### config.mk
export PLATFORM = sky130hd
export DESIGN_NAME = iob_pwm_gen_flat
export DESIGN_NICKNAME = d
export VERILOG_FILES = /design/src/rtl/iob_pwm_gen_pkg.sv /design/src/rtl/iob_pwm_gen_if.sv /design/src/rtl/iob_pwm_presc.sv /design/src/rtl/iob_pwm_gen.sv /design/src/flat_wrapper.sv
export SDC_FILE = /design/constraint.sdc
export NUM_CORES = 1
export LEC_CHECK = 0
export ABC_AREA = 1
export BUFFER_PORTS_ARGS = -buffer_cell sky130_fd_sc_hd__buf_2
export CAP_MARGIN = 15
export CORE_MARGIN = 5
export CORE_UTILIZATION = 60
export CTS_BUF_LIST = sky130_fd_sc_hd__clkbuf_16
export CTS_CLUSTER_DIAMETER = 80
export DETAILED_ROUTE_END_ITERATION = 10
export PLACE_DENSITY = 0.83
export SETUP_SLACK_MARGIN = 0.2
export SYNTH_ARGS = -nofsm -noshare
export SYNTH_HDL_FRONTEND = slang
export SYNTH_SLANG_ARGS = --single-unit
### constraint.sdc
create_clock -name clk -period 10.08 [get_ports clk]
set_input_delay 0 -clock clk [delete_from_list [all_inputs] [get_ports clk]]
set_output_delay 0 -clock clk [all_outputs]
set_load 0.005 [all_outputs]
### src/rtl/iob_pwm_gen_pkg.sv
// rtl/iob_pwm_gen_pkg.sv - shared state encoding and default widths for the PWM generator
package iob_pwm_gen_pkg;

    localparam int CNT_W_DEF   = 32;
    localparam int PRESC_W_DEF = 16;

    typedef enum logic {
        ST_IDLE = 1'b0,
        ST_RUN  = 1'b1
    } state_t;

endpackage

### src/rtl/iob_pwm_gen_if.sv
// rtl/iob_pwm_gen_if.sv - register-side configuration and waveform outputs of the PWM generator
interface iob_pwm_gen_if #(
    parameter int CNT_W   = iob_pwm_gen_pkg::CNT_W_DEF,
    parameter int PRESC_W = iob_pwm_gen_pkg::PRESC_W_DEF
);

    logic               en_i;
    logic [CNT_W-1:0]   period_i;
    logic [CNT_W-1:0]   duty_i;
    logic [PRESC_W-1:0] presc_i;
    logic               pol_i;
    logic               upd_i;
    logic               pwm_o;
    logic               period_end_o;
    logic [CNT_W-1:0]   cnt_o;
    logic               upd_pend_o;

    modport master (
        output en_i, period_i, duty_i, presc_i, pol_i, upd_i,
        input  pwm_o, period_end_o, cnt_o, upd_pend_o
    );

    modport slave (
        input  en_i, period_i, duty_i, presc_i, pol_i, upd_i,
        output pwm_o, period_end_o, cnt_o, upd_pend_o
    );

endinterface

### src/rtl/iob_pwm_presc.sv
// rtl/iob_pwm_presc.sv - prescaler counting 0..div_i, tick in the terminal cycle
module iob_pwm_presc #(
    parameter int PRESC_W = 16
) (
    input  logic               clk,
    input  logic               arst_n,
    input  logic               clr_i,
    input  logic [PRESC_W-1:0] div_i,
    output logic               tick_o
);

    logic [PRESC_W-1:0] cnt;

    assign tick_o = (cnt == div_i);

    always_ff @(posedge clk or negedge arst_n) begin
        if (!arst_n) begin
            cnt <= '0;
        end else if (clr_i || tick_o) begin
            cnt <= '0;
        end else begin
            cnt <= cnt + 1'b1;
        end
    end

endmodule

### src/rtl/iob_pwm_gen.sv
// rtl/iob_pwm_gen.sv - PWM waveform core with period-boundary shadow reload
import iob_pwm_gen_pkg::*;

module iob_pwm_gen #(
    parameter int CNT_W   = CNT_W_DEF,
    parameter int PRESC_W = PRESC_W_DEF
) (
    input  logic         clk,
    input  logic         arst_n,
    iob_pwm_gen_if.slave bus
);

    state_t             state;
    logic [CNT_W-1:0]   cnt;
    logic [CNT_W-1:0]   period_sh;
    logic [CNT_W-1:0]   duty_sh;
    logic [PRESC_W-1:0] presc_sh;
    logic               pol_sh;
    logic               upd_pend;
    logic               pwm;
    logic               period_end;

    logic               tick;
    logic               presc_clr;
    logic               wrap;
    logic               reload;
    logic [CNT_W-1:0]   cnt_next;
    logic [CNT_W-1:0]   duty_use;
    logic               pol_use;

    // Prescaler restarts from 0 on every entry into RUN and whenever RUN is left
    assign presc_clr = (state == ST_IDLE) || !bus.en_i;

    iob_pwm_presc #(.PRESC_W(PRESC_W)) u_presc (
        .clk    (clk),
        .arst_n (arst_n),
        .clr_i  (presc_clr),
        .div_i  (presc_sh),
        .tick_o (tick)
    );

    always_comb begin
        wrap     = tick && (cnt == period_sh);
        reload   = wrap && (upd_pend || bus.upd_i);
        cnt_next = cnt;
        if (tick) begin
            cnt_next = wrap ? '0 : cnt + 1'b1;
        end
        // A reload at the wrap must already shape the first sample of the new period
        duty_use = reload ? bus.duty_i : duty_sh;
        pol_use  = reload ? bus.pol_i  : pol_sh;
    end

    always_ff @(posedge clk or negedge arst_n) begin
        if (!arst_n) begin
            state      <= ST_IDLE;
            cnt        <= '0;
            period_sh  <= '0;
            duty_sh    <= '0;
            presc_sh   <= '0;
            pol_sh     <= 1'b0;
            upd_pend   <= 1'b0;
            pwm        <= 1'b0;
            period_end <= 1'b0;
        end else begin
            case (state)
                ST_IDLE: begin
                    cnt        <= '0;
                    upd_pend   <= 1'b0;
                    period_end <= 1'b0;
                    if (bus.en_i) begin
                        state     <= ST_RUN;
                        period_sh <= bus.period_i;
                        duty_sh   <= bus.duty_i;
                        presc_sh  <= bus.presc_i;
                        pol_sh    <= bus.pol_i;
                        pwm       <= (bus.duty_i != '0) ^ bus.pol_i;
                    end else begin
                        pwm <= bus.pol_i;
                    end
                end
                ST_RUN: begin
                    if (!bus.en_i) begin
                        state      <= ST_IDLE;
                        cnt        <= '0;
                        upd_pend   <= 1'b0;
                        period_end <= 1'b0;
                        pwm        <= bus.pol_i;
                    end else begin
                        cnt        <= cnt_next;
                        period_end <= wrap;
                        pwm        <= (cnt_next < duty_use) ^ pol_use;
                        if (reload) begin
                            period_sh <= bus.period_i;
                            duty_sh   <= bus.duty_i;
                            presc_sh  <= bus.presc_i;
                            pol_sh    <= bus.pol_i;
                            upd_pend  <= 1'b0;
                        end else if (bus.upd_i) begin
                            upd_pend <= 1'b1;
                        end
                    end
                end
                default: state <= ST_IDLE;
            endcase
        end
    end

    assign bus.pwm_o        = pwm;
    assign bus.period_end_o = period_end;
    assign bus.cnt_o        = cnt;
    assign bus.upd_pend_o   = upd_pend;

endmodule

### src/flat_wrapper.sv
// flat-port wrapper written by rule: the top's interface ports become plain ports
module iob_pwm_gen_flat 
#(
    parameter int CNT_W   = CNT_W_DEF,
    parameter int PRESC_W = PRESC_W_DEF
)
  (clk, arst_n, bus_en_i, bus_period_i, bus_duty_i, bus_presc_i, bus_pol_i, bus_upd_i, bus_pwm_o, bus_period_end_o, bus_cnt_o, bus_upd_pend_o);
  iob_pwm_gen_if #(.CNT_W(CNT_W), .PRESC_W(PRESC_W)) bus_i ();
  input  logic clk;
  input  logic arst_n;
  input wire logic [$bits(bus_i.en_i)-1:0] bus_en_i;
  input wire logic [$bits(bus_i.period_i)-1:0] bus_period_i;
  input wire logic [$bits(bus_i.duty_i)-1:0] bus_duty_i;
  input wire logic [$bits(bus_i.presc_i)-1:0] bus_presc_i;
  input wire logic [$bits(bus_i.pol_i)-1:0] bus_pol_i;
  input wire logic [$bits(bus_i.upd_i)-1:0] bus_upd_i;
  output wire logic [$bits(bus_i.pwm_o)-1:0] bus_pwm_o;
  output wire logic [$bits(bus_i.period_end_o)-1:0] bus_period_end_o;
  output wire logic [$bits(bus_i.cnt_o)-1:0] bus_cnt_o;
  output wire logic [$bits(bus_i.upd_pend_o)-1:0] bus_upd_pend_o;
  assign bus_i.en_i = bus_en_i;
  assign bus_i.period_i = bus_period_i;
  assign bus_i.duty_i = bus_duty_i;
  assign bus_i.presc_i = bus_presc_i;
  assign bus_i.pol_i = bus_pol_i;
  assign bus_i.upd_i = bus_upd_i;
  assign bus_pwm_o = bus_i.pwm_o;
  assign bus_period_end_o = bus_i.period_end_o;
  assign bus_cnt_o = bus_i.cnt_o;
  assign bus_upd_pend_o = bus_i.upd_pend_o;
  iob_pwm_gen #(.CNT_W(CNT_W), .PRESC_W(PRESC_W)) u_core (.clk(clk), .arst_n(arst_n), .bus(bus_i));
endmodule
; ---- Word-level counts from Yosys, hierarchy flattened
; Cells that the tools add are included.
[totals]
out_inout_bits = 35
elab_cells = 62
register_bits = 133
[classes]
order_cmp = 1
n_mux = 31
eq_ne = 6
add_sub_neg = 2
reduce_logical = 9
bitwise = 3
[ops]
columns = cell, count
row1 = two-way mux 32 bit, 9
row2 = case mux 32 bit (2 select lines), 3
row3 = two-way mux 16 bit, 4
row4 = "adder 32 x 1 -> 32 bit, second input constant", 1
row5 = == test 32 bit, 1
row6 = < comparator 32 bit, 1
row7 = case mux 16 bit (2 select lines), 1
row8 = nonzero test 32 bit, 1
row9 = "adder 16 x 1 -> 16 bit, second input constant", 1
row10 = == test 16 bit, 1
row11 = two-way mux 1 bit, 10
row12 = case mux 1 bit (2 select lines), 4
row13 = "!= test 2 bit, second input constant", 3
row14 = "!= test 4 bit, second input constant", 1
row15 = logical OR 1 bit, 3
row16 = AND reduction 3 bit, 1
row17 = logical AND 1 bit, 2
row18 = AND reduction 2 bit, 1
row19 = bitwise XOR 1 bit, 2
row20 = logical NOT 1 bit, 1
row21 = NOT 1 bit, 1

; ---- Longest topological paths before layout
; Gate-level depths: netlist (run 1).
[depth]
ltp_word = 8
ltp_mapped = 30

; ---- Modules after synthesis
; From an unflattened synthesis (run 1), not the netlist that was laid out.
[hier_totals]
cells_unflattened = 1141
hier_area_um2 = 8494.4
[modules_own_cells]
columns = mod, seq_area_each_um2, n_inst, cells_each, area_each_um2
row1 = iob_pwm_gen, 2927.8, 1, 961, 7369.6
row2 = iob_pwm_presc, 400.4, 1, 180, 1124.8

; ---- Worst setup path after synthesis (run 1)
; No wires, ideal clock.
[synth_path]
path_kind = register to register
from = register u_core.u_presc.cnt[7]
to = register u_core.pwm (netlist: u_core.bus.pwm_o)
path_slack_ns = 6.714
path_stages_with_launch = 29
t_arrival_ns = 3.249
period_less_slack_ns = 3.366
required_ns = 9.963
n_path_buf = 0
path_cell_list = dfrtp_1 -> inv_1 -> nand2_1 -> nand2_1 -> nor2_1 -> nand2_1 -> nor2_2 -> nand2_4 -> nor3_4 -> nand3_2 -> nor3_4 -> nand2_2 -> nor2_4 -> nand3_2 -> nor2_4 -> nand3_2 -> nor2_2 -> nand2_1 -> nand2_1 -> inv_1 -> ha_1 -> nand2_1 -> or3_1 -> nor4_1 -> nand2_1 -> nand2_1 -> nand2_1 -> nand3_1 -> nand2_1
[synth_via]
elab_chain_len = 8
[synth_rtl]
columns = item, line
row1 = "start, declared", iob_pwm_presc.sv:12  ; logic [PRESC_W-1:0] cnt;
row2 = "start signal, assigned", iob_pwm_presc.sv:22  ; cnt <= cnt + 1'b1;
row3 = == test 16 bit *, iob_pwm_presc.sv:14  ; assign tick_o = (cnt == div_i);
row4 = logical AND 1 bit, iob_pwm_gen.sv:43  ; wrap = tick && (cnt == period_sh);
row5 = two-way mux 32 bit or logical AND 1 bit (tied branches), "iob_pwm_gen.sv:47, iob_pwm_gen.sv:44"
row6 = "two-way mux 32 bit, on equally long branches", "iob_pwm_gen.sv:46, iob_pwm_gen.sv:50"
row7 = < comparator 32 bit, iob_pwm_gen.sv:92  ; pwm <= (cnt_next < duty_use) ^ pol_use;
row8 = bitwise XOR 1 bit *, iob_pwm_gen.sv:92
row9 = two-way mux 1 bit *, iob_pwm_gen.sv:83  ; if (!bus.en_i) begin
row10 = case mux 1 bit (2 select lines) *, iob_pwm_gen.sv:66  ; case (state)
row11 = "end signal, assigned", iob_pwm_gen.sv:77  ; pwm <= (bus.duty_i != '0) ^ bus.pol_i;
row12 = "end signal, assigned", iob_pwm_gen.sv:88  ; pwm <= bus.pol_i;
row13 = "end signal, assigned", iob_pwm_gen.sv:92
row14 = "end, declared", iob_pwm_gen.sv:20  ; logic pwm;
; Mark *: on every way between the ends. The rest lies on a longest branch, timed or not.
; A chain may end at the register's enable or synchronous reset.

; ---- Worst setup path after layout (run 1)
; Ends and elaborated chain as after synthesis.

==> reports/results.md, run 1 <==
| Step | Quantity | Value |
|:---|:---|:---|
| cts | Number of clock buffers inserted by TritonCTS | 17 |
| die | Core Box Area | 0.0132 sq mm |
| placement | Worst slack at placement | 5880 ps |
| cts | CTS H-tree depth | 4 |
| yosys | Synth Register Bits | 133 |
| cts | CTS Root Cell | sky130_fd_sc_hd__clkbuf_16 |
| setup path | Endpoint class of the critical path | flop |
| pwr | Internal power of the cells | 0.999 mW |
| final layout | Proportion of layout cells with a drive suffix above 1 | 0.148 |
| yosys | Cell count after synthesis | 1086 |
| route | Detailed-routing iteration count for the pre-antenna-repair pass | 5 |
| timing | Slack of the critical path | 5790 ps |
| yosys | Fraction of registers with async set or reset after synthesis | 1.00 |
| cts | CTS clock-pin slew for the worst setup and hold paths | 60 ps |
| timing | Worst slew slack as a fraction of its limit | 0.323 |
| final layout | Final design area excluding fillers | 0.0102 sq mm |
| placement | Final weighted congestion in routability-driven placement | 0.932 |
| die | Std cell rows | 42 |
| route | Detailed-routing wirelength on met1 | 9680 um |
| yosys | Combined area of all synthesized cells | 0.00808 sq mm |
| timing | Final setup viols | 0 |
| timing | Max Transition Viols Final | 0 |
| yosys | Number of synthesized flops with an enable pin | 0 |
| setup path | Maximum fanout encountered on the critical timing path | 20 |
| yosys | Top FF cell, synth | sky130_fd_sc_hd__dfrtp_1 |
| die | Initial Util | 0.610 |
| setup path | Worst-case register-to-register setup slack | 5790 ps |
| global routing | Via count of the first global-routing pass | 7522 |
| setup path | Worst setup path class | flop to flop |
| cts | Number of sinks driven by the clock tree | 133 |
| setup path | Launching element type of the critical path | flop |
| setup path | Required @ worst endpoint | 10390 ps |
| pwr | Tot Pwr | 1.36 mW |
| global routing | Number of antenna violations at the first check in global routing | 0 |
| route | Sum of met2 wire segment lengths after detailed routing | 10100 um |
| setup path | Arr. time, crit path | 4600 ps |
| timing | Unrepaired setup endpoints after global routing | no |
| route | Initial detailed-routing violation count | 628 |
| yosys | Number of library cell types mapped by synthesis | 36 |
| setup path | Cell type with the highest occurrence count on the critical path | sky130_fd_sc_hd__nand2_1 |
| placement | Estimated wirelength of the detail-placed design | 14700 um |
| cts | Max Root-Sink Buffers | 2 |
| cts | TritonCTS clock tree | done |
| pwr | Clk pwr share | 0.411 |
| setup path | End of the worst register-to-register path | u_core.bus.pwm_o |
| placement | Area of placed instances | 0.00880 sq mm |
| global routing | Largest net degree at the start of global routing | 82 |
| die | Die height | 126 um |
| route | Top metal layer carrying routed signals | met4 |
| pwr | Pwr per Cell Area | 133 mW/mm^2 |
| pwr | Switching power as a share of total power | 0.263 |
| timing | Final setup TNS | 0 ps |
| global routing | Global Route Usage Sum | 0.280 |
| route | Residual DRC count | 0 |
| global routing | First-pass GRT wire length | 36300 um |
| final layout | Antenna diodes | 0 |
| setup path | Slowest-stage cell, CP | sky130_fd_sc_hd__dfrtp_1 |
| yosys | Synthesized area per cell | 7.44 sq um |
| final layout | Filler instances | 970 |
| route | WL met3 | 1520 um |
| min path | Type of the most critical hold path | primary input to async pin |
| pwr | Sequential fraction of design power | 0.446 |
| yosys | Fraction of the yosys area taken by sequential cells | 0.412 |
| die | Horizontal die dimension | 126 um |
| timing | Period utilization | 0.426 |
| die | I/O Pins | 120 |
| route | Total via count in the routed design | 7915 |
| pwr | Combinational Power Share | 0.142 |
| route | Detailed-route wire length per cell | 14.9 um |
| timing | Slew at the pin with the worst max-slew slack | 1020 ps |
| setup path | Delay contributed by the slowest stage of the critical path | 410 ps |
| yosys | Synthesized netlist net count | 1204 |
| timing | Final hold vios | 0 |
| route | Routed wire length | 21900 um |
| final layout | Share of the core filled with cells in the final layout | 0.768 |
| final layout | Final nets | 1398 |
| pwr | Leak | 5.06 nW |
| yosys | Warning count from the yosys run | 0 |
| final layout | Area growth from synthesis to final layout | 25.9% |
| cts | Worst skew pair latency | 420 ps |
| route | ANT nets after route | 0 |
| cts | Post-CTS setup repair buffer count | 0 |
| placement | Port Buf Inserts | 119 |
| timing | Final period demand of the worst path | 4290 ps |
| die | Die area | 0.0159 sq mm |
| route | Drt via density | 5.39 |
| setup path | Worst R2R Path Depth | 29 |
| timing | Max Clock Skew | 9.74 ps |
| run | Number of violations of the max-capacitance limit | 0 |
| status | Result of the run | complete, no violations |
| global routing | GRT overflow | 0 |
| setup path | Startpoint of the worst-slack reg-to-reg timing path | u_core.u_presc.cnt[7] |
| pwr | Maximum resistive drop on vdd | 0.117 mV |
| pwr | Switching power total | 0.357 mW |
| timing | Maximum operating frequency | 233 MHz |
==> how the worst max path moves through the flow <==
stage	slack, ps	end	startpoint	cells after the start
global route	5130	u_core.bus.pwm_o	u_core.u_presc.cnt[7]	30
global placement	6070	u_core.bus.pwm_o	u_core.u_presc.cnt[2]	29
finish	5790	u_core.bus.pwm_o	u_core.u_presc.cnt[7]	29
detailed placement	5880	u_core.bus.pwm_o	u_core.u_presc.cnt[2]	29
CTS	5840	u_core.bus.pwm_o	u_core.u_presc.cnt[7]	29
floorplan	6710	u_core.bus.pwm_o	u_core.u_presc.cnt[7]	28
==> worst max-delay path, delay by kind of cell, from the launching register on <==
family / cells / cell delay [ps]
adder cells (fa/ha/maj): 1 / 240
AO/OA/AOI/OAI: 4 / 640
AND/OR/NAND/NOR: 21 / 2340
buffers and inverters: 3 / 550
flip-flops: 1 / 410
==> layout make-up <==
| type | count | area (sq um) | area share |
|---|---|---|---|
| multi-input combinational | 769 | 4060 | 0.399 |
| sequential | 133 | 3330 | 0.327 |
| timing repair buffer | 207 | 1470 | 0.144 |
| inverter | 152 | 571 | 0.0561 |
| clock buffer | 17 | 425 | 0.0418 |
| tap | 176 | 220 | 0.0217 |
| clock inverter | 15 | 101 | 0.00997 |
==> metrics by stage <==
| step | instances | hold slack, ps |
|---|---|---|
| global route | 1469 | 322 |
| finish | 1469 | 295 |
| CTS | 1469 | 298 |
| global placement | 1353 | 205 |
| floorplan | 1086 | -296 |
| detailed placement | 1353 | 206 |
==> layer usage <==
layer	track usage	up-vias
met1	0.387	3671
met4	0.102	0
met3	0.0521	48
li1	-	3888
met2	0.445	308
met5	0	-
==> cell usage after synthesis, types with 2 or more instances <==
master / instances / share of area
sky130_fd_sc_hd__nand2_1: 275 / 0.13
sky130_fd_sc_hd__inv_1: 144 / 0.067
sky130_fd_sc_hd__dfrtp_1: 133 / 0.41
sky130_fd_sc_hd__nor2_1: 127 / 0.059
sky130_fd_sc_hd__o21ai_0: 94 / 0.058
sky130_fd_sc_hd__a21oi_1: 54 / 0.033
sky130_fd_sc_hd__ha_1: 33 / 0.051
sky130_fd_sc_hd__clkbuf_1: 29 / 0.013
sky130_fd_sc_hd__nor4_1: 27 / 0.021
sky130_fd_sc_hd__nor3_1: 26 / 0.016
sky130_fd_sc_hd__xnor2_1: 21 / 0.023
sky130_fd_sc_hd__nand3_1: 20 / 0.012
sky130_fd_sc_hd__nand4_1: 20 / 0.015
sky130_fd_sc_hd__mux2_2: 19 / 0.026
sky130_fd_sc_hd__nor3b_1: 11 / 0.010
sky130_fd_sc_hd__xor2_1: 11 / 0.012
sky130_fd_sc_hd__inv_2: 6 / 0.0028
sky130_fd_sc_hd__a211oi_1: 5 / 0.0046
sky130_fd_sc_hd__nand3_2: 4 / 0.0050
sky130_fd_sc_hd__nor2_2: 4 / 0.0031
sky130_fd_sc_hd__nor2_4: 3 / 0.0042
sky130_fd_sc_hd__clkinv_1: 2 / 0.00093
sky130_fd_sc_hd__nor3_4: 2 / 0.0040
sky130_fd_sc_hd__o21bai_1: 2 / 0.0019
sky130_fd_sc_hd__o221ai_1: 2 / 0.0022
sky130_fd_sc_hd__or2_2: 2 / 0.0015
==> flip-flops by register name, summed over array words and instances (netlist names) <==
register,flops
u_core.bus.cnt_o,32
u_core.bus.period_end_o,1
u_core.bus.pwm_o,1
u_core.bus.upd_pend_o,1
u_core.duty_sh,32
u_core.period_sh,32
u_core.pol_sh,1
u_core.presc_sh,16
u_core.state,1
u_core.u_presc.cnt,16
==> power groups by stage <==
stage / clock [mW] / sequential [mW] / combinational, mW
5_1_grt: 0.587 / 0.609 / 0.220
3_3_place_gp: 0 / 0.610 / 0.159
4_1_cts: 0.560 / 0.603 / 0.190
6_report: 0.558 / 0.605 / 0.193
2_1_floorplan: 0 / 0.606 / 0.112
3_5_place_dp: 0 / 0.611 / 0.164
==> placed cells by master, fill, tap and decap left out, drive strengths merged <==
| master | netlist | final |
|---|---|---|
| a211oi | 5 | 5 |
| a21oi | 54 | 54 |
| buf | 2 | 123 |
| bufinv | 0 | 1 |
| clkbuf | 30 | 17 |
| clkinv | 2 | 9 |
| clkinvlp | 0 | 3 |
| dfrtp | 133 | 133 |
| dlygate4sd3 | 0 | 84 |
| ha | 33 | 33 |
| inv | 150 | 154 |
| mux2 | 19 | 19 |
| mux2i | 1 | 1 |
| nand2 | 277 | 277 |
| nand3 | 25 | 25 |
| nand3b | 1 | 1 |
| nand4 | 20 | 20 |
| nor2 | 134 | 134 |
| nor3 | 28 | 28 |
| nor3b | 11 | 11 |
| nor4 | 27 | 27 |
| o21ai | 94 | 94 |
| o21bai | 2 | 2 |
| o221a | 1 | 1 |
| o221ai | 2 | 2 |
| or2 | 2 | 2 |
| or3 | 1 | 1 |
| xnor2 | 21 | 21 |
| xor2 | 11 | 11 |
==> cell families (layout without fill, tap and decap cells) <==
kind of cell,after synthesis,in the layout,share of synthesized area
adder cells (fa/ha/maj),33,33,0.0511
AND/OR/NAND/NOR,526,526,0.286
multiplexers,20,20,0.0277
AO/OA/AOI/OAI,158,158,0.102
XOR/XNOR,32,32,0.0347
flip-flops,133,133,0.412
buffers and inverters,184,391,0.0872
==> what timing repair did <==
| action | 4_1_cts | 5_1_grt |
|---|---|---|
| hold buffers | 84 | 0 |
| hold endpoints to repair | 164 | 0 |
| resized for setup | 0 | 0 |
(Power assumes the default switching activity.)
==> inputs of run 2 (changes only) <==
Settings changed: CORE_UTILIZATION 60 to 52, PLACE_DENSITY 0.83 to 0.77.
Clock period 10.08 ns to 3.9 ns, I/O delays scaled along.
==> run 2 against run 1 <==
Effect of this change:
- critical path depth decreased by 1
- design area increased by 3.3%
- register-to-register slack got worse by 5800 ps
- non-clock buffer count increased by 25
- count of clock-buffer cells in the layout unchanged
- routed wire length increased by 3.4%
- sequential power increased to 2.6 times the previous value
- total power increased to 2.7 times the previous value
- highest routed layer unchanged
- first-iteration DRC count decreased by 5.9%
- combinational power increased to 2.6 times the previous value
- global-route usage decreased by 2.2 points
- largest cell class unchanged
==> reports/results.md, run 2 (same netlist as run 1, synthesis figures left out) <==
| Step | Quantity | Value | vs previous |
|:---|:---|:---|:---|
| status | Result of the run | complete, no violations |  |
| pwr | Internal power of the cells | 2.78 mW | +180% |
| die | Die area | 0.0181 sq mm | +14% |
| setup path | Endpoint class of the critical path | flop |  |
| timing | Slack of the critical path | 2.04 ps | -5780 ps |
| die | I/O Pins | 120 | unchanged |
| route | Detailed-route wire length per cell | 15.0 um | +0.89% |
| route | Detailed-routing iteration count for the pre-antenna-repair pass | 8 | +3 |
| setup path | Required @ worst endpoint | 4220 ps | -6170 ps |
| cts | CTS H-tree depth | 4 | unchanged |
| placement | Final weighted congestion in routability-driven placement | 0.921 | -1.1% |
| setup path | Launching element type of the critical path | flop |  |
| pwr | Clk pwr share | 0.442 | +0.031 |
| global routing | Global Route Usage Sum | 0.258 | -0.0221 |
| global routing | Number of antenna violations at the first check in global routing | 0 | unchanged |
| timing | Max Clock Skew | 10.4 ps | +0.659 ps |
| die | Core Box Area | 0.0152 sq mm | +15% |
| pwr | Pwr per Cell Area | 353 mW/mm^2 | +160% |
| timing | Unrepaired setup endpoints after global routing | yes |  |
| pwr | Tot Pwr | 3.71 mW | +170% |
| final layout | Final nets | 1423 | +1.8% |
| setup path | Startpoint of the worst-slack reg-to-reg timing path | u_core.u_presc.cnt[13] |  |
| timing | Final setup viols | 0 | unchanged |
| setup path | Worst setup path class | flop to flop |  |
| min path | Type of the most critical hold path | primary input to async pin |  |
| global routing | Largest net degree at the start of global routing | 104 | +27% |
| pwr | Maximum resistive drop on vdd | 0.323 mV | +180% |
| setup path | Worst R2R Path Depth | 28 | -3.4% |
| pwr | Switching power total | 0.927 mW | +160% |
| die | Die height | 135 um | +6.8% |
| global routing | First-pass GRT wire length | 37700 um | +3.9% |
| final layout | Proportion of layout cells with a drive suffix above 1 | 0.175 | +0.0260 |
| pwr | Combinational Power Share | 0.136 | -0.006 |
| run | Number of violations of the max-capacitance limit | 0 | unchanged |
| cts | Worst skew pair latency | 430 ps | about the same |
| die | Horizontal die dimension | 135 um | +6.8% |
| final layout | Area growth from synthesis to final layout | 30.0% |  |
| route | Sum of met2 wire segment lengths after detailed routing | 10200 um | +1.5% |
| placement | Number of cells after detailed placement | 1383 | +2.2% |
| setup path | Arr. time, crit path | 4210 ps | -390 ps |
| route | Top metal layer carrying routed signals | met4 |  |
| route | Routed wire length | 22600 um | +3.4% |
| final layout | Antenna diodes | 0 | unchanged |
| global routing | GRT overflow | 0 | unchanged |
| cts | Number of sinks driven by the clock tree | 133 | unchanged |
| placement | Estimated wirelength of the detail-placed design | 15700 um | +6.8% |
| timing | Final period demand of the worst path | 3900 ps | -396 ps |
| timing | Max Transition Viols Final | 0 | unchanged |
| timing | Final hold vios | 0 | unchanged |
| cts | TritonCTS clock tree | done |  |
| setup path | End of the worst register-to-register path | u_core.bus.pwm_o |  |
| placement | Port Buf Inserts | 119 | unchanged |
| timing | Worst slew slack as a fraction of its limit | 0.361 | +0.0384 |
| setup path | Capture point of the worst path | u_core.bus.pwm_o |  |
| route | Drt via density | 5.26 | -2.3% |
| cts | CTS clock-pin slew for the worst setup and hold paths | 60 ps | about the same |
| pwr | Sequential fraction of design power | 0.421 | -0.025 |
| setup path | Maximum fanout encountered on the critical timing path | 9 | -55% |
| global routing | Via count of the first global-routing pass | 7802 | +3.7% |
| timing | Period utilization | 0.999 | +0.574 |
| final layout | Commonest non-fill, non-tap cells in the layout | sky130_fd_sc_hd__nand2_1, sky130_fd_sc_hd__inv_1, sky130_fd_sc_hd__dfrtp_1, sky130_fd_sc_hd__nor2_1, sky130_fd_sc_hd__buf_2 |  |
| placement | Worst slack at placement | 28.4 ps | -5850 ps |
| pwr | Switching power as a share of total power | 0.250 | -0.0131 |
| route | Detailed-routing wirelength on met1 | 10400 um | +7.6% |
| setup path | Worst Setup SP | u_core.u_presc.cnt[13] |  |
| route | WL met3 | 1340 um | -11% |
| cts | Number of clock buffers inserted by TritonCTS | 17 | unchanged |
| final layout | Commonest non-fill, non-tap cell in the layout | sky130_fd_sc_hd__nand2_1 |  |
| setup path | Worst-case register-to-register setup slack | 2 ps | -5780 ps |
| die | Initial Util | 0.532 | -0.0786 |
| setup path | Delay contributed by the slowest stage of the critical path | 400 ps | about the same |
| die | Std cell rows | 45 | +7.1% |
| cts | CTS Root Cell | sky130_fd_sc_hd__clkbuf_16 |  |
| route | Residual DRC count | 0 | unchanged |
| setup path | Slowest-stage cell, CP | sky130_fd_sc_hd__dfrtp_1 |  |
| timing | Slew at the pin with the worst max-slew slack | 958 ps | -57.7 ps |
| pwr | Leak | 5.26 nW | +3.9% |
| timing | Maximum operating frequency | 257 MHz | +10% |
| route | Total via count in the routed design | 7926 | +0.14% |
| route | Initial detailed-routing violation count | 591 | -5.9% |
| route | ANT nets after route | 0 | unchanged |
| cts | Max Root-Sink Buffers | 2 | unchanged |
| timing | Smallest hold slack | 261 ps | -33.2 ps |
| setup path | Cell type with the highest occurrence count on the critical path | sky130_fd_sc_hd__nand2_1 |  |
| final layout | Post-route non-filler standard cell count | 1506 | +2.5% |
run 2: final cells by class:
class	count	area [sq um]
Clock inverter	15	171
Tap cell	188	235
Timing Repair Buffer	232	1670
Fill cell	1211	4700
Multi-Input combinational cell	769	4100
Inverter	152	571
Clock buffer	17	425
Sequential cell	133	3330
run 2: timing repair:
item	CTS	global route
hold buffers	84	0
pin swaps	3	4
hold endpoints to repair	186	0
setup endpoints to repair	1	1
buffers inserted	3	4
gates resized for setup	7	4
gates cloned	0	0
run 2: routing by layer:
metal | track usage | vias to the layer above
li1 | - | 3947
met1 | 0.360 | 3651
met2 | 0.402 | 275
met3 | 0.0473 | 53
met4 | 0.0979 | 0
met5 | 0 | -
run 2: stage by stage:
stage / utilization / instance area [sq um] / TNS [ps]
finish: 0.691 / 10500 / 0
global route: 0.691 / 10500 / -287
CTS: 0.688 / 10500 / 0
detailed placement: 0.590 / 8970 / 0
global placement: 0.590 / 8970 / 0
floorplan: - / 8080 / 0
run 2: power by group through the flow:
stage	combinational (mW)	sequential [mW]	clock, mW
floorplan	0.289	1.57	0
global placement	0.417	1.58	0
detailed placement	0.430	1.58	0
CTS	0.498	1.56	1.66
global route	0.577	1.58	1.72
finish	0.506	1.56	1.64
run 2: worst min-delay path by stage:
stage	to	slack (ps)	cells past startpoint
global placement	u_core.duty_sh[7]	190	1
global route	u_core.state	330	2
finish	u_core.u_presc.cnt[7]	260	2
CTS	u_core.presc_sh[1]	310	2
floorplan	u_core.bus.cnt_o[0]	-300	0
detailed placement	u_core.presc_sh[3]	190	1
run 2: critical path, delay by kind of cell (launching register included):
kind | cells | cell delay, ps
fa+ha+maj | 1 | 280
flops | 1 | 400
simple gates | 25 | 2970
buf+inv | 2 | 110
==> inputs of run 3 (changes only) <==
Settings changed: CORE_MARGIN 5 to not set.
==> run 3 against run 2 <==
Effect of this change:
- via count up 1.7%
- fmax down 0.32%
- first-iteration DRC count up 21%
- the flow now finishes with violations (negative setup slack)
- clock power down 8%
- die area down 12%
- cell count up 0.86%
- routed wire length down 0.47%
- sequential cell count unchanged
- sequential share of layout area down 0.45 points
- sequential power about the same
- register-to-register slack about the same
==> reports/results.md, run 3 (same netlist as run 1, synthesis figures left out) <==
| Step | Quantity | Value | vs previous |
|:---|:---|:---|:---|
| timing | Final setup viols | 1 | +1 |
| timing | Final setup TNS | -10.3 ps | -10.3 ps |
| run | Number of violations of the max-capacitance limit | 0 | unchanged |
| global routing | Global Route Usage Sum | 0.283 | +0.0246 |
| pwr | Leak | 5.27 nW | +0.18% |
| status | Violated checks | negative setup slack |  |
| setup path | Maximum fanout encountered on the critical timing path | 5 | -4 |
| setup path | Endpoint class of the critical path | flop |  |
| placement | Port Buf Inserts | 119 | unchanged |
| final layout | Commonest non-fill, non-tap cell in the layout | sky130_fd_sc_hd__nand2_1 |  |
| setup path | Cell type with the highest occurrence count on the critical path | sky130_fd_sc_hd__nand2_1 |  |
| final layout | Commonest non-fill, non-tap cells in the layout | sky130_fd_sc_hd__nand2_1, sky130_fd_sc_hd__inv_1, sky130_fd_sc_hd__dfrtp_1, sky130_fd_sc_hd__nor2_1, sky130_fd_sc_hd__buf_2 |  |
| timing | Slew at the pin with the worst max-slew slack | 781 ps | -177 ps |
| timing | Period utilization | 1.00 | +0.00318 |
| setup path | Launching element type of the critical path | flop |  |
| route | Total via count in the routed design | 8058 | +1.7% |
| die | Horizontal die dimension | 127 um | -5.9% |
| die | Initial Util | 0.532 | unchanged |
| global routing | Via count of the first global-routing pass | 7409 | -5.0% |
| route | Residual DRC count | 0 | unchanged |
| global routing | Global routing's busiest layer | met2 |  |
| timing | Slack of the critical path | -10.3 ps | -12.4 ps |
| route | Detailed-route wire length per cell | 14.8 um | -1.3% |
| final layout | Final nets | 1436 | +0.91% |
| global routing | GR Layer Usage met1 | 0.386 | +0.0260 |
| final layout | Proportion of layout cells with a drive suffix above 1 | 0.200 | +0.0253 |
| global routing | Largest net degree at the start of global routing | 75 | -28% |
| cts | Number of sinks driven by the clock tree | 133 | unchanged |
| placement | Area of placed instances | 0.00896 sq mm | about the same |
| cts | Number of clock buffers inserted by TritonCTS | 17 | unchanged |
| route | Initial detailed-routing violation count | 713 | +21% |
| cts | CTS Root Cell | sky130_fd_sc_hd__clkbuf_16 |  |
| timing | Final period demand of the worst path | 3910 ps | +12.4 ps |
| timing | Unrepaired setup endpoints after global routing | yes |  |
| route | Routed wire length | 22500 um | -0.47% |
| die | Std cell rows | 45 | unchanged |
| die | Die area | 0.0160 sq mm | -12% |
| final layout | Final design area excluding fillers | 0.0107 sq mm | +1.4% |
| timing | Final hold vios | 0 | unchanged |
| timing | Worst slew slack as a fraction of its limit | 0.479 | +0.118 |
| status | Result of the run | finished with violations |  |
| pwr | Pwr per Cell Area | 337 mW/mm^2 | -4.6% |
| die | I/O Pins | 120 | unchanged |
| global routing | GRT overflow | 0 | unchanged |
| timing | Max Transition Viols Final | 0 | unchanged |
| placement | Final weighted congestion in routability-driven placement | 0.924 | +0.29% |
| pwr | Maximum resistive drop on vdd | 0.329 mV | +1.9% |
| cts | Worst skew pair latency | 430 ps | about the same |
| cts | CTS H-tree depth | 4 | unchanged |
| setup path | Slowest-stage cell, CP | sky130_fd_sc_hd__dfrtp_1 |  |
| global routing | First-pass GRT wire length | 35400 um | -6.2% |
| die | Core Box Area | 0.0152 sq mm | unchanged |
| setup path | Delay contributed by the slowest stage of the critical path | 400 ps | about the same |
| route | Drt via density | 5.30 | +0.80% |
| route | ANT nets after route | 0 | unchanged |
| global routing | Fraction of met3 tracks used by global routing | 0.0506 | +0.00329 |
| final layout | Share of the core filled with cells in the final layout | 0.701 | +0.00996 |
| min path | Type of the most critical hold path | primary input to async pin |  |
| cts | Max Root-Sink Buffers | 2 | unchanged |
| route | Detailed-routing iteration count for the pre-antenna-repair pass | 6 | -2 |
| cts | TritonCTS clock tree | done |  |
| setup path | Required @ worst endpoint | 4270 ps | +50 ps |
| setup path | Arr. time, crit path | 4280 ps | +70 ps |
| timing | Maximum operating frequency | 256 MHz | -0.32% |
| cts | CTS clock-pin slew for the worst setup and hold paths | 60 ps | about the same |
| global routing | Met2 usage | 0.449 | +0.0470 |
| final layout | Area growth from synthesis to final layout | 31.9% |  |
| die | Die height | 127 um | -5.9% |
| global routing | Number of antenna violations at the first check in global routing | 0 | unchanged |
| placement | Estimated wirelength of the detail-placed design | 15100 um | -4.0% |
| timing | Max Clock Skew | 14.0 ps | +3.65 ps |
| final layout | Antenna diodes | 0 | unchanged |
| pwr | Tot Pwr | 3.59 mW | -3.3% |
| setup path | Worst setup path class | flop to flop |  |
[run 3: metal layers]
layer / up-vias / part of all wire
met2: 316 / 0.46
met5: - / 0
li1: 3962 / -
met4: 0 / 0.026
met3: 52 / 0.061
met1: 3728 / 0.45
[run 3: layout make-up]
cell class	instances	area (sq um)
Fill cell	1157	4550
Multi-Input combinational cell	769	4210
Sequential cell	133	3330
Timing Repair Buffer	245	1760
Inverter	152	574
Clock buffer	17	425
Tap cell	188	235
Clock inverter	15	124
[run 3: through the flow]
step	setup WS, ps	cells	hold slack, ps
after floorplan	534	1086	-296
after global placement	200	1384	44.6
after detailed placement	104	1384	43.3
after CTS	102	1502	160
after global routing	-308	1519	203
final	-10.3	1519	144
[run 3: report_power, final]
part	leakage, nW	switching, mW	total (mW)	internal, mW
clock	0.281	0.587	1.51	0.918
sequential	1.67	0.0676	1.56	1.49
combinational	3.32	0.275	0.521	0.246
[run 3: what timing repair did]
action | CTS | global route
resized for setup | 1 | 40
hold endpoints to repair | 148 | 0
hold buffers | 84 | 0
setup buffers | 2 | 17
setup endpoints to repair | 1 | 1
pin swaps | 2 | 35
[run 3: path summary, 6_finish.rpt]
path / startpoint / endpoint / slack (ps) / cells past startpoint
max in group asynchronous: arst_n / u_core.period_sh[12] / 2820 / 3
min in group clk: bus_en_i / u_core.state / 310 / 2
worst min register to register: u_core.duty_sh[9] / u_core.duty_sh[9] / 480 / 2
worst max-delay path: u_core.u_presc.cnt[10] / u_core.bus.pwm_o / -10 / 30
worst min-delay path: arst_n / u_core.period_sh[20] / 140 / 2
worst max register to register: u_core.u_presc.cnt[10] / u_core.bus.pwm_o / -10 / 30
[run 3: worst max-delay path, delay by kind of cell (launching register included)]
family | cells | cell delay, ps
adders and majority gates | 1 | 230
AOI/OAI and AO/OA | 3 | 610
DFF | 1 | 400
buffers and inverters | 3 | 240
and+or+nand+nor | 23 | 2370
